`src/rtl/rr_arb_pkg.sv`:
```
// Shared types and sizes for the 32-way round-robin resource arbiter.
// Latency: none (declarations only).
// Backpressure: not applicable.
package rr_arb_pkg;

  localparam int N_REQ  = 32;
  localparam int WDOG_W = 16;

  typedef enum logic [1:0] {
    IDLE  = 2'd0,
    ISSUE = 2'd1,
    BUSY  = 2'd2
  } arb_state_t;

endpackage

```
`src/rtl/lsb_first_encoder32.sv`:
```
// LSB-first priority encoder: index of the lowest set bit of a 32-bit vector.
// Latency: purely combinational.
// Backpressure: none; index is 0 and any_set is low for an all-zero input.
module lsb_first_encoder32
  import rr_arb_pkg::*;
(
  input  logic [N_REQ-1:0] data,
  output logic [4:0]       index,
  output logic             any_set
);

  // Scan from the top down so the lowest set bit is the last one written.
  always_comb begin
    index = '0;
    for (int i = N_REQ - 1; i >= 0; i--) begin
      if (data[i]) index = 5'(i);
    end
    any_set = |data;
  end

endmodule

```
`src/rtl/rr_arbiter32.sv`:
```
// Round-robin arbiter granting one of 32 requesters ownership of a shared resource.
// Latency: grant/res_valid 1 cycle after req; release 1 cycle after res_done or watchdog expiry.
// Backpressure: res_valid and grant hold until res_ready; ownership holds until res_done or timeout.
module rr_arbiter32
  import rr_arb_pkg::*;
#(
  parameter int TIMEOUT = 255,
  parameter int IDX_W   = 5
) (
  input  logic              clk,
  input  logic              rst_n,
  input  logic [N_REQ-1:0]  req,
  output logic [N_REQ-1:0]  grant,
  output logic [IDX_W-1:0]  grant_idx,
  output logic              res_valid,
  input  logic              res_ready,
  input  logic              res_done,
  output logic              busy,
  output logic              timeout_err
);

  arb_state_t        state_q, state_d;
  logic [IDX_W-1:0]  ptr_q, ptr_d;
  logic [WDOG_W-1:0] wdog_q, wdog_d;

  logic [N_REQ-1:0]  grant_d;
  logic [IDX_W-1:0]  grant_idx_d;
  logic              res_valid_d;
  logic              busy_d;
  logic              timeout_err_d;

  logic [N_REQ-1:0]  masked;
  logic [IDX_W-1:0]  m_idx, r_idx, sel;
  logic              m_any, r_any;
  logic              done_evt, wdog_evt, release_evt;

  // Requesters at or above the pointer get first pick; below it only on wrap.
  assign masked = req & ({N_REQ{1'b1}} << ptr_q);

  lsb_first_encoder32 u_enc_masked (
    .data    (masked),
    .index   (m_idx),
    .any_set (m_any)
  );

  lsb_first_encoder32 u_enc_req (
    .data    (req),
    .index   (r_idx),
    .any_set (r_any)
  );

  assign sel = m_any ? m_idx : r_idx;

  // res_done has priority over the watchdog when both land in the same cycle.
  assign done_evt    = (state_q == BUSY) && res_done;
  assign wdog_evt    = (state_q == BUSY) && !res_done && (wdog_q == WDOG_W'(TIMEOUT - 1));
  assign release_evt = done_evt || wdog_evt;

  // State, pointer, watchdog and registered outputs.
  always_ff @(posedge clk or negedge rst_n) begin
    if (!rst_n) begin
      state_q     <= IDLE;
      ptr_q       <= '0;
      wdog_q      <= '0;
      grant       <= '0;
      grant_idx   <= '0;
      res_valid   <= 1'b0;
      busy        <= 1'b0;
      timeout_err <= 1'b0;
    end else begin
      state_q     <= state_d;
      ptr_q       <= ptr_d;
      wdog_q      <= wdog_d;
      grant       <= grant_d;
      grant_idx   <= grant_idx_d;
      res_valid   <= res_valid_d;
      busy        <= busy_d;
      timeout_err <= timeout_err_d;
    end
  end

  // Next-state transitions of the IDLE -> ISSUE -> BUSY -> IDLE cycle.
  always_comb begin
    state_d = state_q;
    case (state_q)
      IDLE:    if (r_any)       state_d = ISSUE;
      ISSUE:   if (res_ready)   state_d = BUSY;
      BUSY:    if (release_evt) state_d = IDLE;
      default:                  state_d = IDLE;
    endcase
  end

  // Next values of the registered outputs, pointer and watchdog.
  always_comb begin
    grant_d       = grant;
    grant_idx_d   = grant_idx;
    res_valid_d   = res_valid;
    busy_d        = busy;
    timeout_err_d = 1'b0;
    ptr_d         = ptr_q;
    wdog_d        = wdog_q;
    case (state_q)
      IDLE: begin
        if (r_any) begin
          grant_d     = N_REQ'(1) << sel;
          grant_idx_d = sel;
          res_valid_d = 1'b1;
          busy_d      = 1'b1;
        end else begin
          grant_d     = '0;
          grant_idx_d = '0;
          res_valid_d = 1'b0;
          busy_d      = 1'b0;
        end
      end
      ISSUE: begin
        // Grant is committed here; req changes and res_done are ignored.
        if (res_ready) begin
          res_valid_d = 1'b0;
          wdog_d      = '0;
        end
      end
      BUSY: begin
        wdog_d = wdog_q + 1'b1;
        if (release_evt) begin
          grant_d       = '0;
          grant_idx_d   = '0;
          busy_d        = 1'b0;
          ptr_d         = grant_idx + IDX_W'(1);
          timeout_err_d = wdog_evt;
          wdog_d        = '0;
        end
      end
      default: begin
        grant_d     = '0;
        grant_idx_d = '0;
        res_valid_d = 1'b0;
        busy_d      = 1'b0;
      end
    endcase
  end

endmodule

```
`config.mk`:
```
export PLATFORM = sky130hd
export DESIGN_NAME = rr_arbiter32
export DESIGN_NICKNAME = d
export VERILOG_FILES = /design/src/rtl/rr_arb_pkg.sv /design/src/rtl/lsb_first_encoder32.sv /design/src/rtl/rr_arbiter32.sv
export SDC_FILE = /design/constraint.sdc
export NUM_CORES = 1
export LEC_CHECK = 0
export BUFFER_PORTS_ARGS = -buffer_cell sky130_fd_sc_hd__buf_2
export CORE_MARGIN = 5
export CORE_UTILIZATION = 50
export CTS_BUF_LIST = sky130_fd_sc_hd__clkbuf_4 sky130_fd_sc_hd__clkbuf_8 sky130_fd_sc_hd__clkbuf_16
export CTS_CLUSTER_SIZE = 8
export DETAILED_ROUTE_END_ITERATION = 12
export MAX_ROUTING_LAYER = met4
export PLACE_DENSITY = 0.73
export SYNTH_ARGS = -nofsm -noshare
export SYNTH_HDL_FRONTEND = slang
export SYNTH_SLANG_ARGS = --single-unit
```
`constraint.sdc`:
```
create_clock -name clk -period 3.5 [get_ports clk]
set_input_delay 0.525 -clock clk [delete_from_list [all_inputs] [get_ports clk]]
set_output_delay 0.525 -clock clk [all_outputs]
set_load 0.1 [all_outputs]
```
Word-level counts from Yosys, hierarchy flattened:

Index checks and enable logic that the tools add are counted.

* register bits: 63
* input port bits: 36
* output and inout port bits: 40
* word-level logic and storage cells: 120

* add/sub/neg operators: 2
* eq/ne operators: 6
* shifts and indexed selects: 2
* muxes and demuxes: 85
* bitwise gates (word level): 3
* reductions and logical operators: 14

Operators with widths (number)
* $mux W5: 67
* $pmux W32 S3: 1
* $mux W32: 2
* $reduce_or A32 Y1: 2
* $and A32 B32 Y32: 1
* $mux W16: 2
* $pmux W16 S2: 1
* $shl A1 B5 Y32 const A: 1
* $shl A32 B5 Y32 const A: 1
* $add A16 B1 Y16 const B: 1
* $eq A16 B8 Y1 const B: 1
* $pmux W5 S3: 1
* $reduce_and A2 Y1: 4
* $mux W2: 3
* $ne A2 B2 Y1 const B: 3
* $pmux W1 S3: 2
* $pmux W2 S3: 1
* $add A5 B1 Y5 const B: 1
* $mux W1: 5
* $logic_and A1 B1 Y1: 3
* $reduce_and A3 Y1: 1
* $eq A2 B1 Y1 const B: 1
* $eq A2 B2 Y1 const B: 1
* $logic_not A2 Y1: 1
* other kinds (4): 5

Depth between registers and ports, before layout:

* depth after elaboration: 38
* mapped depth: 12
* depth with buffers taken out: 9

Modules after synthesis:

A second synthesis with hierarchy kept.

* cells, all modules: 470
* area total of the unflattened synthesis: 4199.0 sq um

By module, submodules not included
* rr_arbiter32: times used 1, cells an instance 340, area each 3428.3 sq um, sequential area each 1576.5 sq um
* lsb_first_encoder32: times used 2, cells an instance 65, area each 385.4 sq um, sequential area each 0.0 sq um

Least setup slack after synthesis:

Ideal clock, no wire load.

* kind: input to register
* start: input req[4]
* end: register grant[24]
* library setup time: 0.123 ns
* data arrival time: 2.636 ns
* data required time: 3.377 ns
* path slack: 0.741 ns
* stages: 9
* buffers on the path: 1
* cells stage by stage: nor3b_1 a22o_1 nor4b_2 or4b_4 a2111oi_4 a211oi_2 and2_4 buf_6 a32o_1

* cells in the longest elaborated chain, start to end: 10
* elaborated cells between the ends (all ways): 17
* those cells by class: 1 x shift; 13 x mux; 1 x bitwise; 2 x reduce/logical

RTL lines
* start: declaration: RTL line rr_arbiter32.sv:12 `input logic [N_REQ-1:0] req,`
* $and A32 B32 Y32: RTL line rr_arbiter32.sv:38 `assign masked = req & ({N_REQ{1'b1}} << ptr_q);`
* $mux W5 (5 in a row): RTL line lsb_first_encoder32.sv:16 `if (data[i]) index = 5'(i);`
* $mux W5: RTL line rr_arbiter32.sv:52 `assign sel = m_any ? m_idx : r_idx;`
* $shl A1 B5 Y32: RTL line rr_arbiter32.sv:105 `grant_d = N_REQ'(1) << sel;`
* $mux W32 (*): RTL line rr_arbiter32.sv:104 `if (r_any) begin`
* $pmux W32 S3 (*): RTL line rr_arbiter32.sv:102 `case (state_q)`
* end signal: assignment: RTL line rr_arbiter32.sv:74 `grant <= grant_d;`
* end: declaration: RTL line rr_arbiter32.sv:13 `output logic [N_REQ-1:0] grant,`

Mark *: on every way between the ends. The rest lies on a longest branch, timed or not.
A chain may end at the register's enable or synchronous reset.

Worst setup path after layout:

* start: register ptr_q[1]
* end: register grant[6]

* cells in the longest elaborated chain, start to end: 38
* elaborated cells between the ends (all ways): 39
* those cells by class: 2 x shift; 35 x mux; 1 x bitwise; 1 x reduce/logical

RTL lines
* start: declaration: RTL line rr_arbiter32.sv:23 `logic [IDX_W-1:0] ptr_q, ptr_d;`
* start signal: assignment: RTL line rr_arbiter32.sv:72 `ptr_q <= ptr_d;`
* $shl A32 B5 Y32 (*): RTL line rr_arbiter32.sv:38
* $and A32 B32 Y32 (*): RTL line rr_arbiter32.sv:38
* $mux W5 (32 in a row): RTL line lsb_first_encoder32.sv:16
* $mux W5 (*): RTL line rr_arbiter32.sv:52
* $shl A1 B5 Y32 (*): RTL line rr_arbiter32.sv:105
* $mux W32 (*): RTL line rr_arbiter32.sv:104
* $pmux W32 S3 (*): RTL line rr_arbiter32.sv:102

Marks and branches as above.

==> run_results.csv <==
group,metric,value,unit
status,status,"complete, no violations",
worst_setup_path,r2r_slack,320,ps
floorplan,start_util,0.505,
clocking,insertion_delay,330,ps
global_routing,grt.total_usage,0.238,
global_routing,gr-usage-met2,0.359,
synth,synth_area,0.00409,mm²
clocking,cts_made_buffers,9,
synth,synthFlopType,"dfrtp_1",
global_routing,use_met1,0.316,
sta,drv_slew,0,
global_routing,top_usage_layer,"met2",
power_and_ir_drop,peakVddDrop,742,µV
cells_and_area,area_growth,16.4,%
synth,synthArstFlopShare,1.00,
global_routing,grt_max_degree,39,
sta,final-setup-viol-count,0,
synth,ys_ff_latch,63,
floorplan,die_area,0.0101,mm²
sta,fin_skew,7.78,ps
drt,first_pass_iters,5,
synth,syn-num-nets,494,
worst_setup_path,cp.arrival,3430,ps
cells_and_area,final_common_cell,"buf_2",
power_and_ir_drop,power_density,920,mW/mm²
global_routing,antenna_found_initial,0,
drt,vias,3934,
placed_design,dp_hpwl,8.64,mm
sta,min_period_over_period,0.910,
synth,synth_area_leaders,"dfrtp_1, o21ai_0, a22o_1",
flow_run,maxCapViolations,0,
global_routing,grt_pass1_wl,18.8,mm
placed_design,place_area,0.00458,mm²
min_path,hold_path_class,"input port to async pin",
synth,synth_area_per_cell,8.99,µm²
worst_setup_path,critical_path_required,3740,ps
clocking,ctsRootBufferMaster,"clkbuf_8",
drt,drt_drc_violations_left,0,
placed_design,gp_congestion,0.920,
cells_and_area,final_cell_mix,"buf_2, dfrtp_1, nand2_1, nor2_1, o21ai_0",
sta,rsz0062_at_grt,"false",
synth,synth_top_area_share,0.386,
global_routing,grt_overflow_total,0,
worst_setup_path,worstSetupPathType,"flop to flop",
drt,viasPerCell,6.08,
sta,slew_headroom,0.502,
sta,final.min_clock_period,3180,ps
worst_setup_path,reg2regPathDepth,9,
floorplan,die_y,100,µm
drt,drtIter0Drc,272,
synth,ys_seq_area_frac,0.386,
synth,synth_top_area_cell,"dfrtp_1",
clocking,postCtsHoldBufs,0,
placed_design,io_buffers,75,
drt,drt_wl_total,11.2,mm
worst_setup_path,critPathMostFrequentCell,"o21ai_0",
clocking,htreeDepth,3,
worst_setup_path,cp-start-kind,"flop",
drt,ant_nets,0,
floorplan,fp-row-count,33,
worst_setup_path,max_stage_delay,640,ps
power_and_ir_drop,p_leak,2.16,nW
worst_setup_path,path_max_fanout,11,
worst_setup_path,r2r-end,"grant[6]$_DFFE_PN0P_",
cells_and_area,final_nets,576,
cells_and_area,drive_gt1_frac,0.245,
sta,max_freq,0.314,GHz
floorplan,io_pins,76,
sta,setup_tns,0,ps
worst_setup_path,endpoint,"grant[6]$_DFFE_PN0P_",
floorplan,die_width,100,µm
global_routing,grtUsageMet3,0.0459,
clocking,cts.sinks,63,
worst_setup_path,critPathLaunch,"ptr_q[1]$_DFFE_PN0P_",
clocking,cts_tree,"built",
worst_setup_path,crit_slowest_cell,"a211oi_2",
synth,yosysWarnings,0,
cells_and_area,n_antenna_cell,0,
synth,synth-edff-count,0,
worst_setup_path,end_kind,"flop",
worst_setup_path,r2r-start,"ptr_q[1]$_DFFE_PN0P_",
cells_and_area,final_area,0.00476,mm²
cells_and_area,nFillCells,755,
synth,syn_inst,455,
sta,whs,243,ps
drt,post_drt_wl_per_cell,17.4,µm
worst_setup_path,critical_path.cell_chain,"buf_4 > nor3_1 > nor2b_1 > o311ai_0 > a21o_1 > o21ai_0 > a211oi_2 > nand3_1 > o21ai_0",
clocking,cts.path.max_buffers,2,
global_routing,grt_pass1_vias,3846,
sta,worst_pin_slew,740,ps
floorplan,coreArea,0.00809,mm²
clocking,path_clk_slew,70,ps
sta,final_hold_viol_count,0,
synth,ys_types,70,
## registers in the layout (all words and copies together) (netlist names)
name         flops
busy             1
grant           32
grant_idx        5
ptr_q            5
res_valid        1
state_q          2
timeout_err      1
wdog_q          16
## kinds of logic (layout without fill, tap and decap cells)
logic type               after synthesis  after routing  synth area share
XOR/XNOR                              17             17            0.0364
AO/OA/AOI/OAI                        144            144             0.265
AND/OR/NAND/NOR                      191            191             0.250
multiplexers                           1              1           0.00275
buffers and inverters                 36            123            0.0508
flip-flops                            63             63             0.386
adder cells (fa/ha/maj)                3              3           0.00918
## worst min-delay path by stage
stage,startpoint,endpoint,slack [ps],cells after the start
2_1_floorplan,rst_n,busy$_DFFE_PN0P_,230,0
3_3_place_gp,res_valid$_DFFE_PN0P_,res_valid$_DFFE_PN0P_,460,2
3_5_place_dp,res_valid$_DFFE_PN0P_,res_valid$_DFFE_PN0P_,470,2
4_1_cts,rst_n,wdog_q[15]$_DFFE_PN0P_,260,1
5_1_grt,rst_n,res_valid$_DFFE_PN0P_,300,1
6_report,rst_n,wdog_q[15]$_DFFE_PN0P_,240,1
## layout make-up
| class | count | area, µm² | share of cell area |
|---|---|---|---|
| Clock buffer | 13 | 166 | 0.0350 |
| Clock inverter | 3 | 17.5 | 0.00368 |
| Inverter | 14 | 52.6 | 0.0110 |
| Multi-Input combinational cell | 356 | 2300 | 0.484 |
| Sequential cell | 63 | 1580 | 0.331 |
| Tap cell | 105 | 131 | 0.0276 |
| Timing Repair Buffer | 93 | 510 | 0.107 |
## per-layer routing
layer / vias up / routed length, µm / share of wire
li1: 1880 / - / -
met1: 1875 / 4970 / 0.44
met2: 145 / 5090 / 0.45
met3: 34 / 810 / 0.072
met4: 0 / 375 / 0.033
met5: - / 0 / 0
## power by group
group          internal [mW]  total (mW)  switching [mW]
Combinational          0.717        2.70            1.99
Sequential             0.894        1.10           0.209
Clock                  0.309       0.575           0.265
## what timing repair did
| item | in CTS | in global routing |
|---|---|---|
| setup endpoints to repair | 0 | 9 |
| setup buffers | 0 | 0 |
| resized for setup | 0 | 1 |
## cells in the mapped netlist (7+ instances only)
library cell  count
a211oi_1          8
a21oi_1          14
a22o_1           18
a32o_1           11
clkbuf_1          7
dfrtp_1          63
inv_1            14
nand2_1          41
nand2b_1          9
nand3_1          24
nand4_1           7
nor2_1           40
nor3_1           11
nor4_1           10
o21ai_0          38
xor2_1           13
## through the flow
stage / cells / util / setup slack (ps) / power [mW]
2_1_floorplan: 455 / - / 741 / 3.20
3_3_place_gp: 631 / 0.565 / 296 / 3.75
3_5_place_dp: 631 / 0.565 / 293 / 3.79
4_1_cts: 647 / 0.588 / 272 / 4.37
5_1_grt: 647 / 0.588 / 31.3 / 4.65
6_report: 647 / 0.588 / 315 / 4.38
## worst max-delay path, delay by kind of cell, from the launching register on
kind                   cells  cell delay (ps)
buffers and inverters      1              230
DFF                        1              500
and+or+nand+nor            3              800
AOI/OAI and AO/OA          5             1560
(Power assumes the default switching activity.)
